==> src/rtl/spike_merge_arbiter.sv <==
// spike_merge_arbiter
//
// Purpose:
//     Merges the pos/neg spike lines of N upstream neurons onto one shared
//     downstream neuron without losing simultaneous spikes. Each input keeps
//     a saturating pending counter per polarity. A round-robin arbiter then
//     replays the queued spikes one per cycle onto pos_out/neg_out.
//
// Ports:
//     clk       - single clock, all state changes on the rising edge
//     rst       - synchronous active-high reset, drops every queued spike
//     en        - grant enable; low freezes draining, arrivals still counted
//     ovf_clr   - clears the sticky overflow flags
//     pos_req   - [N] positive spike pulse from upstream neuron i
//     neg_req   - [N] negative spike pulse from upstream neuron i
//     pos_out   - registered positive spike to the shared neuron
//     neg_out   - registered negative spike to the shared neuron
//     grant_id  - [IDW] input whose spike is currently on pos_out/neg_out
//     pending   - some counter is nonzero
//     ovf       - [N] sticky flag: input i dropped a spike at saturation

module spike_merge_arbiter #(
    parameter int N     = 4,
    parameter int IDW   = 2,
    parameter int CNT_W = 3
) (
    input  logic           clk,
    input  logic           rst,
    input  logic           en,
    input  logic           ovf_clr,
    input  logic [N-1:0]   pos_req,
    input  logic [N-1:0]   neg_req,
    output logic           pos_out,
    output logic           neg_out,
    output logic [IDW-1:0] grant_id,
    output logic           pending,
    output logic [N-1:0]   ovf
);

    localparam int SELW = $clog2(N);
    localparam logic [CNT_W-1:0] CNT_MAX = '1;

    logic [CNT_W-1:0] r_pCnt [N];
    logic [CNT_W-1:0] r_nCnt [N];
    logic [IDW-1:0]   r_ptr;
    logic [N-1:0]     r_ovf;
    logic             r_posOut;
    logic             r_negOut;
    logic [IDW-1:0]   r_grantId;

    logic [N-1:0]     w_elig;
    logic             w_grant;
    logic [IDW-1:0]   w_gid;
    logic             w_isPos;
    logic [SELW-1:0]  w_idx;
    logic [N-1:0]     w_pDec;
    logic [N-1:0]     w_nDec;
    logic [N-1:0]     w_drop;

    // Index reached by stepping 'step' places past 'base', wrapping at N.
    function automatic logic [SELW-1:0] f_wrap(input logic [IDW-1:0] base, input int step);
        int sum;
        sum = int'(base) + step;
        return SELW'(sum % N);
    endfunction

    // An input is eligible whenever either of its counters holds spikes.
    always_comb begin
        w_elig = '0;
        for (int i = 0; i < N; i++) begin
            w_elig[i] = (r_pCnt[i] != '0) || (r_nCnt[i] != '0);
        end
    end

    assign pending = |w_elig;

    // Round-robin search starting just after the last granted input. The
    // chosen polarity is resolved here too, so positive spikes of the
    // winning input always drain before its negative ones.
    always_comb begin
        w_grant = 1'b0;
        w_gid   = '0;
        w_isPos = 1'b0;
        w_idx   = '0;
        for (int k = 1; k <= N; k++) begin
            w_idx = f_wrap(r_ptr, k);
            if (en && !w_grant && w_elig[w_idx]) begin
                w_grant = 1'b1;
                w_gid   = IDW'(w_idx);
                w_isPos = (r_pCnt[w_idx] != '0);
            end
        end
    end

    // Per-counter decrement and saturation-drop decode. A request arriving in
    // the same cycle as a decrement is absorbed, so it can never be dropped.
    always_comb begin
        w_pDec = '0;
        w_nDec = '0;
        w_drop = '0;
        for (int i = 0; i < N; i++) begin
            w_pDec[i] = w_grant && (w_gid == IDW'(i)) && w_isPos;
            w_nDec[i] = w_grant && (w_gid == IDW'(i)) && !w_isPos;
            w_drop[i] = (pos_req[i] && !w_pDec[i] && (r_pCnt[i] == CNT_MAX)) ||
                        (neg_req[i] && !w_nDec[i] && (r_nCnt[i] == CNT_MAX));
        end
    end

    // Counter update: next = cnt + req - dec, holding at saturation.
    always_ff @(posedge clk) begin
        if (rst) begin
            for (int i = 0; i < N; i++) begin
                r_pCnt[i] <= '0;
                r_nCnt[i] <= '0;
            end
        end else begin
            for (int i = 0; i < N; i++) begin
                if (pos_req[i] && !w_pDec[i] && (r_pCnt[i] != CNT_MAX)) begin
                    r_pCnt[i] <= r_pCnt[i] + CNT_W'(1);
                end else if (!pos_req[i] && w_pDec[i]) begin
                    r_pCnt[i] <= r_pCnt[i] - CNT_W'(1);
                end
                if (neg_req[i] && !w_nDec[i] && (r_nCnt[i] != CNT_MAX)) begin
                    r_nCnt[i] <= r_nCnt[i] + CNT_W'(1);
                end else if (!neg_req[i] && w_nDec[i]) begin
                    r_nCnt[i] <= r_nCnt[i] - CNT_W'(1);
                end
            end
        end
    end

    // Pointer, overflow flags and registered outputs. The pointer resets to
    // N-1 so input 0 is first in line. A drop beats a simultaneous clear.
    always_ff @(posedge clk) begin
        if (rst) begin
            r_ptr     <= IDW'(N - 1);
            r_ovf     <= '0;
            r_posOut  <= 1'b0;
            r_negOut  <= 1'b0;
            r_grantId <= '0;
        end else begin
            r_ovf    <= w_drop | (r_ovf & ~{N{ovf_clr}});
            r_posOut <= w_grant && w_isPos;
            r_negOut <= w_grant && !w_isPos;
            if (w_grant) begin
                r_ptr     <= w_gid;
                r_grantId <= w_gid;
            end
        end
    end

    assign pos_out  = r_posOut;
    assign neg_out  = r_negOut;
    assign grant_id = r_grantId;
    assign ovf      = r_ovf;

endmodule

==> config.mk <==
export PLATFORM = sky130hd
export DESIGN_NAME = spike_merge_arbiter
export DESIGN_NICKNAME = d
export VERILOG_FILES = /design/src/rtl/spike_merge_arbiter.sv
export SDC_FILE = /design/constraint.sdc
export NUM_CORES = 1
export LEC_CHECK = 0
export CAP_MARGIN = 0
export CORE_ASPECT_RATIO = 1.1
export CORE_UTILIZATION = 55
export CTS_CLUSTER_DIAMETER = 40
export DETAILED_ROUTE_END_ITERATION = 8
export PLACE_DENSITY_LB_ADDON = 0.1
export SLEW_MARGIN = 5
export SYNTH_ARGS = -nofsm -noshare
export SYNTH_HDL_FRONTEND = slang
export SYNTH_SLANG_ARGS = --single-unit
==> constraint.sdc <==
create_clock -name clk -period 5.3 [get_ports clk]
set_input_delay 1.06 -clock clk [delete_from_list [all_inputs] [get_ports clk]]
set_output_delay 1.06 -clock clk [all_outputs]
set_load 0.05 [all_outputs]
### After elaboration in Yosys (flattened, before gate mapping)

Memory sizes are Yosys's and may differ from the RTL's.
Cells that the tools add are included.

| cells by class | value |
|---|---|
| muxes and demuxes | 94 |
| reduce and logical (&&, ||, !) cells | 95 |
| magnitude comparators | 4 |
| $add $sub $neg | 20 |
| bitwise operators | 19 |
| eq/ne operators | 19 |

Operators with widths:

| operator | number |
|---|---|
| two-way mux 1 bit | 70 |
| logical AND 1 bit | 53 |
| two-way mux 3 bit | 16 |
| nonzero test 3 bit | 12 |
| adder 3 x 1 -> 3 bit (second input constant) | 8 |
| equality test 3 bit (second input constant) | 8 |
| != test 3 bit (second input constant) | 8 |
| subtractor 3 x 1 -> 3 bit (second input constant) | 8 |
| logical NOT 1 bit | 20 |
| bitwise OR 1 bit | 16 |
| < comparator 2 x 3 -> 1 bit (second input constant) | 4 |
| binary-select mux 1 bit (select 2 bit) | 4 |
| logical OR 1 bit | 8 |
| two-way mux 2 bit | 4 |
| adder 2 x 1 -> 2 bit (second input constant) | 2 |
| adder 2 bit (second input constant) | 2 |
| AND 4 bit | 1 |
| equality test 2 bit (second input constant) | 2 |
| inverter 4 bit | 1 |
| bitwise OR 4 bit | 1 |
| OR reduction 4 bit | 1 |
| equality test 2 x 1 -> 1 bit (second input constant) | 1 |
| logical NOT 2 bit | 1 |

| word-level totals | value |
|---|---|
| bits in registers | 10 |
| logic and storage cells | 258 |
| memories | 2 |
| RAM bits | 24 |

Memory list:

| memory | depth | width | read ports | clocked after memory_dff | write ports | line | RTL |
|---|---|---|---|---|---|---|---|
| r_nCnt | 4 | 3 | 4 | 0 | 4 | 44 | `logic [CNT_W-1:0] r_nCnt [N];` |
| r_pCnt | 4 | 3 | 8 | 0 | 4 | 43 | `logic [CNT_W-1:0] r_pCnt [N];` |

### Depth between registers and ports, before layout

| depth | value |
|---|---|
| depth after elaboration | 29 |
| gate-level depth with buffers | 16 |
| mapped depth without buffers | 14 |

### Worst setup path after synthesis

Ideal clock, no wire load.

| timing path | value |
|---|---|
| path kind | input to register |
| start | input port en |
| end | memory r_pCnt[2][2] (data pin) |
| arrival time | 3.643 ns |
| required time | 5.153 ns |
| setup slack | 1.510 ns |
| stages | 12 |
| setup time | 0.147 ns |
| buffers on the path | 1 |
| cells stage by stage | nand2_1 > a211oi_1 > nor3_1 > nor2_1 > a211oi_2 > buf_4 > or3_1 > or3_1 > fa_1 > or3b_2 > a21o_1 > a21oi_1 |

RTL lines:

| element | line | RTL |
|---|---|---|
| start, declared | 29 | `input logic en,` |
| end, declared | 43 |  |

==> flow_results.xml <==
<?xml version="1.0" encoding="UTF-8"?>
<metrics>
  <group name="clock_tree">
    <metric name="clock_tree.root_cell" unit="">sky130_fd_sc_hd__clkbuf_8</metric>
    <metric name="post-cts-setup-buffers" unit="">0</metric>
    <metric name="htree_depth" unit="">2</metric>
    <metric name="clock_tree_from_tritoncts" unit="">yes</metric>
    <metric name="clock_latency" unit="ns">0.29</metric>
    <metric name="post_cts.resized_instances" unit="">0</metric>
    <metric name="postCtsHoldBufs" unit="">0</metric>
    <metric name="worst_setup_hold_path_clk_slew" unit="ns">0.08</metric>
    <metric name="number_of_buffers_inserted_during_clock_tree_synthesis" unit="">5</metric>
    <metric name="tritoncts_num_sinks" unit="">36</metric>
    <metric name="max-clock-path-buffers" unit="">2</metric>
  </group>
  <group name="outcome">
    <metric name="run_status" unit="">finished, final reports clean</metric>
  </group>
  <group name="global_routing">
    <metric name="grt_pass1_vias" unit="">2468</metric>
    <metric name="grtUsageTotal" unit="">0.257</metric>
    <metric name="globalRoute.totalOverflow" unit="">0</metric>
    <metric name="grt_start_max_net_pins" unit="">47</metric>
    <metric name="initial_antenna_violation_count" unit="">0</metric>
    <metric name="groute.layer.met3.usage" unit="">0.0368</metric>
    <metric name="gr-usage-met2" unit="">0.444</metric>
    <metric name="busiest_metal_layer_after_global_routing" unit="">met2</metric>
    <metric name="grt_pass1_wl" unit="µm">11400</metric>
    <metric name="use_met1" unit="">0.336</metric>
  </group>
  <group name="sta">
    <metric name="tns" unit="ns">0</metric>
    <metric name="hold_violations" unit="">0</metric>
    <metric name="fin_skew" unit="ns">0.00659</metric>
    <metric name="layout_worst_path_cycle_share" unit="">0.839</metric>
    <metric name="tightestPinTransition" unit="ns">0.560</metric>
    <metric name="setup-violations-final" unit="">0</metric>
    <metric name="timing.final.max_slew_violations" unit="">0</metric>
    <metric name="layout_min_cycle_time" unit="ns">4.44</metric>
    <metric name="slew-limit-headroom" unit="">0.624</metric>
    <metric name="rsz0062_at_grt" unit="">no</metric>
    <metric name="finalHoldWorstSlack" unit="ns">0.473</metric>
    <metric name="postLayoutSetupSlackWorst" unit="ns">0.855</metric>
    <metric name="f_max" unit="MHz">225</metric>
  </group>
  <group name="power">
    <metric name="power_density" unit="nW/µm²">462</metric>
    <metric name="power_frac_comb" unit="">0.546</metric>
    <metric name="portion_of_total_power_attributed_to_sequential_cells" unit="">0.319</metric>
    <metric name="p_switching" unit="mW">0.688</metric>
    <metric name="finalPower" unit="mW">1.53</metric>
    <metric name="netSwitchingFraction" unit="">0.448</metric>
    <metric name="irDropWorstVdd" unit="mV">0.253</metric>
    <metric name="clockPowerShare" unit="">0.136</metric>
    <metric name="cell_internal_pwr" unit="mW">0.846</metric>
    <metric name="static-leakage-power" unit="nW">1.16</metric>
  </group>
  <group name="floorplanning">
    <metric name="initial_core_util" unit="">0.580</metric>
    <metric name="rows" unit="">27</metric>
    <metric name="fp.dieArea" unit="µm²">5680</metric>
    <metric name="die_width" unit="µm">71.9</metric>
    <metric name="area_of_the_core" unit="µm²">5100</metric>
    <metric name="pin_count" unit="">21</metric>
    <metric name="die_height" unit="µm">78.9</metric>
  </group>
  <group name="cells_and_area">
    <metric name="post_route_cells_drive_above_1_share" unit="">0.118</metric>
    <metric name="nets_final" unit="">364</metric>
    <metric name="fin_util" unit="">0.651</metric>
    <metric name="layout-area-overhead-vs-synth" unit="%">12.2</metric>
    <metric name="layoutNonFillerInstCount" unit="">411</metric>
    <metric name="layout.cell_area.non_filler" unit="µm²">3320</metric>
    <metric name="diodes" unit="">0</metric>
  </group>
  <group name="drt">
    <metric name="detail_route.iter0.violations" unit="">272</metric>
    <metric name="first_pass_iters" unit="">4</metric>
    <metric name="avgViaCountPerCell" unit="">6.10</metric>
    <metric name="ant_nets" unit="">0</metric>
    <metric name="routed_wl" unit="µm">6730</metric>
    <metric name="vias" unit="">2509</metric>
    <metric name="wire_per_inst" unit="µm">16.4</metric>
    <metric name="remaining_drc_errors" unit="">0</metric>
  </group>
  <group name="synth">
    <metric name="synth_top_flop_cell" unit="">sky130_fd_sc_hd__edfxtp_1</metric>
    <metric name="syn-cell-area" unit="µm²">2960</metric>
    <metric name="async_flop_share" unit="">0</metric>
    <metric name="synth_enable_flop_cells" unit="">24</metric>
    <metric name="synth_seq_area_share" unit="">0.325</metric>
    <metric name="mappedNetlistNets" unit="">346</metric>
    <metric name="synth.ff_latch_count" unit="">36</metric>
    <metric name="synthesis.instances" unit="">320</metric>
    <metric name="unique_masters_post_synth" unit="">70</metric>
    <metric name="average_instance_area_after_synthesis" unit="µm²">9.24</metric>
    <metric name="synth-warning-count" unit="">0</metric>
  </group>
  <group name="place">
    <metric name="postPlaceCellArea" unit="µm²">3230</metric>
    <metric name="dp_hpwl" unit="µm">5000</metric>
    <metric name="dpl.cell_count" unit="">403</metric>
    <metric name="placement.io_buffers" unit="">20</metric>
    <metric name="gp_congestion" unit="">0.906</metric>
    <metric name="place_ws" unit="ns">0.597</metric>
  </group>
  <group name="critical_path">
    <metric name="timing.critical_path.cells" unit="">clkdlybuf4s50_1, nand2_1, a211oi_1, nor3_1, nor2_1, a211oi_2, or3_1, or3_1, fa_1, or3b_2, a21o_1, a21oi_1</metric>
    <metric name="critical-path-top-cell-by-count" unit="">sky130_fd_sc_hd__or3_1</metric>
    <metric name="required" unit="ns">5.44</metric>
    <metric name="critical-path-slowest-cell" unit="">sky130_fd_sc_hd__clkdlybuf4s50_1</metric>
    <metric name="timing.critical_path.fanout_max" unit="">13</metric>
    <metric name="crit_type" unit="">primary input to flop</metric>
    <metric name="arrival" unit="ns">4.59</metric>
    <metric name="endpoint_kind" unit="">flop</metric>
    <metric name="slowest_delay" unit="ns">0.72</metric>
    <metric name="timing.critical_path.from_type" unit="">primary input</metric>
  </group>
  <group name="worst_hold_path">
    <metric name="holdCritPathClass" unit="">flop to flop</metric>
  </group>
  <group name="run">
    <metric name="drv.max_cap_violation_count" unit="">0</metric>
  </group>
</metrics>
cell usage in the layout, fill, tap and decap left out, types with 3 or more instances in the layout:
| cell | count |
|---|---|
| sky130_fd_sc_hd__buf_4 | 6 |
| sky130_fd_sc_hd__edfxtp_1 | 24 |
| sky130_fd_sc_hd__nor4_1 | 3 |
| sky130_fd_sc_hd__ha_1 | 8 |
| sky130_fd_sc_hd__clkdlybuf4s50_1 | 20 |
| sky130_fd_sc_hd__o22ai_1 | 6 |
| sky130_fd_sc_hd__o21ai_0 | 10 |
| sky130_fd_sc_hd__nor3_1 | 17 |
| sky130_fd_sc_hd__or3_1 | 13 |
| sky130_fd_sc_hd__nor2_1 | 14 |
| sky130_fd_sc_hd__nand3b_1 | 5 |
| sky130_fd_sc_hd__mux2i_1 | 3 |
| sky130_fd_sc_hd__nand4_1 | 6 |
| sky130_fd_sc_hd__nor3_2 | 4 |
| sky130_fd_sc_hd__o21bai_2 | 3 |
| sky130_fd_sc_hd__xor2_1 | 4 |
| sky130_fd_sc_hd__nand3_1 | 12 |
| sky130_fd_sc_hd__nor3b_1 | 9 |
| sky130_fd_sc_hd__clkbuf_8 | 6 |
| sky130_fd_sc_hd__nand2b_1 | 9 |
| sky130_fd_sc_hd__nand2_1 | 22 |
| sky130_fd_sc_hd__and2_1 | 3 |
| sky130_fd_sc_hd__a211oi_1 | 4 |
| sky130_fd_sc_hd__a21oi_1 | 18 |
| sky130_fd_sc_hd__dfxtp_1 | 12 |
| sky130_fd_sc_hd__nor3_4 | 3 |
| sky130_fd_sc_hd__o211ai_1 | 3 |
| sky130_fd_sc_hd__fa_1 | 6 |
| sky130_fd_sc_hd__inv_1 | 20 |
| sky130_fd_sc_hd__xnor2_1 | 10 |
| sky130_fd_sc_hd__or4b_1 | 3 |
| sky130_fd_sc_hd__or2_1 | 3 |
path summary, 6_finish.rpt:
kind | start | endpoint | slack [ns] | cells after the start
worst max-delay path | en | r_pCnt[2][2]$_SDFFCE_PN0P_ | 0.86 | 12
worst min-delay path | ovf[2]$_SDFF_PP0_ | ovf[2]$_SDFF_PP0_ | 0.47 | 2
worst max register to register | r_ptr[0]$_SDFFE_PP1N_ | r_nCnt[0][2]$_SDFFCE_PN0P_ | 1.09 | 13
worst min register to register | ovf[2]$_SDFF_PP0_ | ovf[2]$_SDFF_PP0_ | 0.47 | 2
Yosys cell counts (9+ instances only):
| cell type | number | area share |
|---|---|---|
| sky130_fd_sc_hd__a21oi_1 | 18 | 0.030 |
| sky130_fd_sc_hd__xnor2_1 | 10 | 0.030 |
| sky130_fd_sc_hd__or3_1 | 13 | 0.027 |
| sky130_fd_sc_hd__nand3_1 | 12 | 0.020 |
| sky130_fd_sc_hd__nor3b_1 | 9 | 0.023 |
| sky130_fd_sc_hd__nand2_1 | 22 | 0.028 |
| sky130_fd_sc_hd__nor3_1 | 17 | 0.029 |
| sky130_fd_sc_hd__nor2_1 | 14 | 0.018 |
| sky130_fd_sc_hd__o21ai_0 | 10 | 0.017 |
| sky130_fd_sc_hd__dfxtp_1 | 12 | 0.081 |
| sky130_fd_sc_hd__clkbuf_1 | 10 | 0.013 |
| sky130_fd_sc_hd__inv_1 | 20 | 0.025 |
| sky130_fd_sc_hd__nand2b_1 | 9 | 0.019 |
| sky130_fd_sc_hd__edfxtp_1 | 24 | 0.24 |
cells by family after synthesis:
kind of cell | Yosys count | share of synthesized area
AO/OA/AOI/OAI | 70 | 0.175
buffers and inverters | 36 | 0.0491
XOR/XNOR | 14 | 0.0415
multiplexers | 8 | 0.0419
AND/OR/NAND/NOR | 142 | 0.293
adder cells (fa/ha/maj) | 14 | 0.0745
flip-flops | 36 | 0.325
power by group through the flow:
| stage | combinational [mW] | sequential [mW] | clock, mW |
|---|---|---|---|
| floorplan | 0.601 | 0.513 | 0 |
| global placement | 0.822 | 0.493 | 0 |
| detailed placement | 0.827 | 0.494 | 0 |
| CTS | 0.832 | 0.488 | 0.210 |
| global route | 0.920 | 0.502 | 0.218 |
| finish | 0.837 | 0.489 | 0.208 |
layer usage:
layer / share of wire / up-vias / routed length, µm
li1: - / 1235 / -
met1: 0.46 / 1194 / 3120
met2: 0.49 / 72 / 3270
met3: 0.040 / 8 / 269
met4: 0.011 / 0 / 74
met5: 0 / - / 0
state kept, by name, indices dropped and copies added, names as in the netlist, named ones only:
| signal | cells |
|---|---|
| neg_out | 1 |
| r_pCnt | 12 |
| grant_id | 2 |
| pos_out | 1 |
| r_ptr | 2 |
| r_nCnt | 12 |
| ovf | 4 |
critical path: cells and delay by family:
family	cells	cell delay [ns]
AO/OA/AOI/OAI	4	0.65
adder cells (fa/ha/maj)	1	0.44
buffers and inverters	1	0.72
AND/OR/NAND/NOR	6	1.71
area by class of cell:
type	instances	area, µm²
Inverter	21	78.8
Fill cell	424	1780
Clock inverter	2	10.0
Tap cell	72	90.1
Clock buffer	6	82.6
Multi-Input combinational cell	248	1850
Timing Repair Buffer	26	245
Sequential cell	36	961
(Power assumes the default switching activity.)
==> edit, RTL diff (same settings) <==
Put one more register stage on the output `ovf`, cleared by the reset. The value now appears one clock later. The other outputs are not delayed to match.
--- a/src/rtl/spike_merge_arbiter.sv
+++ b/src/rtl/spike_merge_arbiter.sv
@@ -153,5 +153,11 @@
     assign neg_out  = r_negOut;
     assign grant_id = r_grantId;
-    assign ovf      = r_ovf;
+    always_ff @(posedge clk) begin
+        if (rst) begin
+            ovf <= '0;
+        end else begin
+            ovf <= r_ovf;
+        end
+    end
 
 endmodule
Function: changed (a bounded check fails within 10 cycles, from zero or initial values and one cycle with rst high).
==> edit against the original RTL <==
Setup slack improved by 0.081 ns. Power increased by 32%. Area after synthesis decreased by 1.3%. Non-clock buffer count unchanged. Wire length increased by 2.7%. Design area decreased by 1.5%. Global-route usage increased by 1.6 points. Sequential cell count increased by 4. Critical path depth decreased by 1. Worst hold slack got worse by 0.0019 ns. Largest cell class unchanged. Largest power group unchanged. Highest routed layer unchanged.
==> edit: results (changes against the original RTL) <==
Final layout:
- The number of filler instances in the final layout is 431 (was 424).
- The share of cells above drive strength 1 was 9.61% (was 11.8%).
- The net count reported at finish is 358 (was 364).

Logic synthesis:
- The post-synthesis cell type count is 61 (was 70).
- The xor and xnor area share after synthesis is 3.00% (was 4.15%).
- The share of synthesized cell area in full adder, half adder and majority cells is 7.54% (was 7.45%).
- The sequential fraction of the synthesis area is 35.7% (was 32.5%).
- The synthesized net count came to 340 (was 346).
- Biggest area contributors in the synthesized netlist: sky130_fd_sc_hd__edfxtp_1, sky130_fd_sc_hd__dfxtp_1, sky130_fd_sc_hd__fa_1, sky130_fd_sc_hd__ha_1, sky130_fd_sc_hd__nand3_1 (was sky130_fd_sc_hd__edfxtp_1, sky130_fd_sc_hd__dfxtp_1, sky130_fd_sc_hd__fa_1, sky130_fd_sc_hd__ha_1, sky130_fd_sc_hd__a21oi_1).
- The complex-gate fraction of the synthesized area came to 21.6% (was 17.5%).
- Most common library cells after synthesis: sky130_fd_sc_hd__edfxtp_1, sky130_fd_sc_hd__inv_1, sky130_fd_sc_hd__nand2_1, sky130_fd_sc_hd__nor2_1, sky130_fd_sc_hd__nand3_1 (was sky130_fd_sc_hd__edfxtp_1, sky130_fd_sc_hd__nand2_1, sky130_fd_sc_hd__inv_1, sky130_fd_sc_hd__a21oi_1, sky130_fd_sc_hd__nor3_1).
- The share of synthesized area spent on multiplexers is 2.19% (was 4.19%).

Global route:
- The number of antenna violations at the first check in global routing is 0 (unchanged).
- The maximum number of pins on one net before global-route repair is 25 (was 47).
- The global-route wire length before repair came to 11800 um (was 11400 um).
- The number of global-route vias before repair is 2493 (was 2468).
- The all-layer global routing usage was 27.2% (was 25.7%).

Setup path:
- The kind of cell adding the most delay to the critical path is simple AND/OR/NAND/NOR gates (unchanged).
- The worst-path cell with the longest stage delay is sky130_fd_sc_hd__or4_1 (was sky130_fd_sc_hd__clkdlybuf4s50_1).
- The delay of the slowest cell on the worst path came to 0.57 ns (was 0.72 ns).
- The data arrival time at the worst-slack endpoint came to 4.42 ns (was 4.59 ns).
- The biggest fanout along the worst timing path is 8 (was 13).

Drt:
- The starting DRC count in detailed routing is 263 (was 272).
- The total wirelength of the detailed-routed design is 6910 um (was 6730 um).
- The per-cell via count in the routed design is 6.60 (was 6.10).
- The length of the first detailed-routing pass in iterations is 5 (was 4).

STA:
- The setup skew after layout came to 0.0121 ns (was 0.00659 ns).
- The transition at the pin with the smallest max-transition slack is 0.748 ns (was 0.560 ns).

Outcome:
- Result of the run: finished clean (unchanged).

Power:
- The maximum vdd ir drop is 275 uV (was 253 uV).
- The leakage power is 1.18 nW (was 1.16 nW).

Placement:
- The detailed placement HPWL is 5160 um (was 5000 um).
- The last weighted congestion value of the routability-driven placer is 0.926 (was 0.906).
[edit: final cells by class]
type	count	area share, %
tap	58	2.22
clock inverter	2	0.421
timing repair buffer	26	7.50
inverter	23	2.64
multi-input combinational	236	52.9
clock buffer	6	2.52
sequential	40	31.8
[edit: power by group]
part / internal, mW / leakage (nW) / switching (mW)
combinational: 0.451 / 0.731 / 0.770
sequential: 0.467 / 0.395 / 0.121
clock: 0.106 / 0.0516 / 0.109
[edit: final timing paths]
kind | from | end | slack [ns] | cells past startpoint
hold reg to reg | r_ovf[0]$_SDFF_PP0_ | ovf[0]$_SDFF_PP0_ | 0.47 | 1
setup reg to reg | r_nCnt[0][5]$_SDFFCE_PN0P_ | r_nCnt[0][1]$_SDFFCE_PN0P_ | 1.04 | 11
hold / removal | r_ovf[0]$_SDFF_PP0_ | ovf[0]$_SDFF_PP0_ | 0.47 | 1
setup / recovery | en | r_nCnt[0][1]$_SDFFCE_PN0P_ | 0.94 | 11
[edit: kinds of logic after synthesis]
kind of cell / count (synthesis)
and+or+nand+nor: 129
AOI/OAI and AO/OA: 78
DFF: 40
buffers and inverters: 38
adders and majority gates: 14
xor gates and xnor gates: 10
muxes: 5
[edit: stage by stage]
| step | setup slack (ns) | total power, mW | hold WS, ns | std cells | cell area, um^2 |
|---|---|---|---|---|---|
| floorplan | 1.01 | 1.49 | 0.444 | 314 | 2920 |
| global placement | 0.700 | 1.78 | 0.457 | 383 | 3170 |
| detailed placement | 0.648 | 1.79 | 0.463 | 383 | 3170 |
| CTS | 0.968 | 2.01 | 0.473 | 391 | 3270 |
| global route | 0.790 | 2.17 | 0.496 | 391 | 3270 |
| finish | 0.936 | 2.02 | 0.471 | 391 | 3270 |
[edit: worst register-to-register path, stage by stage (launching register included)]
cell,delay (ns)
sky130_fd_sc_hd__edfxtp_1,0.45
sky130_fd_sc_hd__nor4_1,0.60
sky130_fd_sc_hd__a221oi_1,0.28
sky130_fd_sc_hd__or3_4,0.41
sky130_fd_sc_hd__a211oi_1,0.41
sky130_fd_sc_hd__nor2_2,0.19
sky130_fd_sc_hd__or2_1,0.34
sky130_fd_sc_hd__or4_1,0.45
sky130_fd_sc_hd__fa_1,0.49
sky130_fd_sc_hd__nor2_1,0.04
sky130_fd_sc_hd__and2_1,0.19
sky130_fd_sc_hd__a22o_1,0.17
[edit: per-layer routing]
layer | GRT usage, % | up-vias | wire, um
met4 | 9.02 | 0 | 157
li1 | - | 1234 | -
met5 | 0 | - | 0
met3 | 5.01 | 19 | 354
met2 | 45.2 | 100 | 3300
met1 | 35.9 | 1227 | 3100
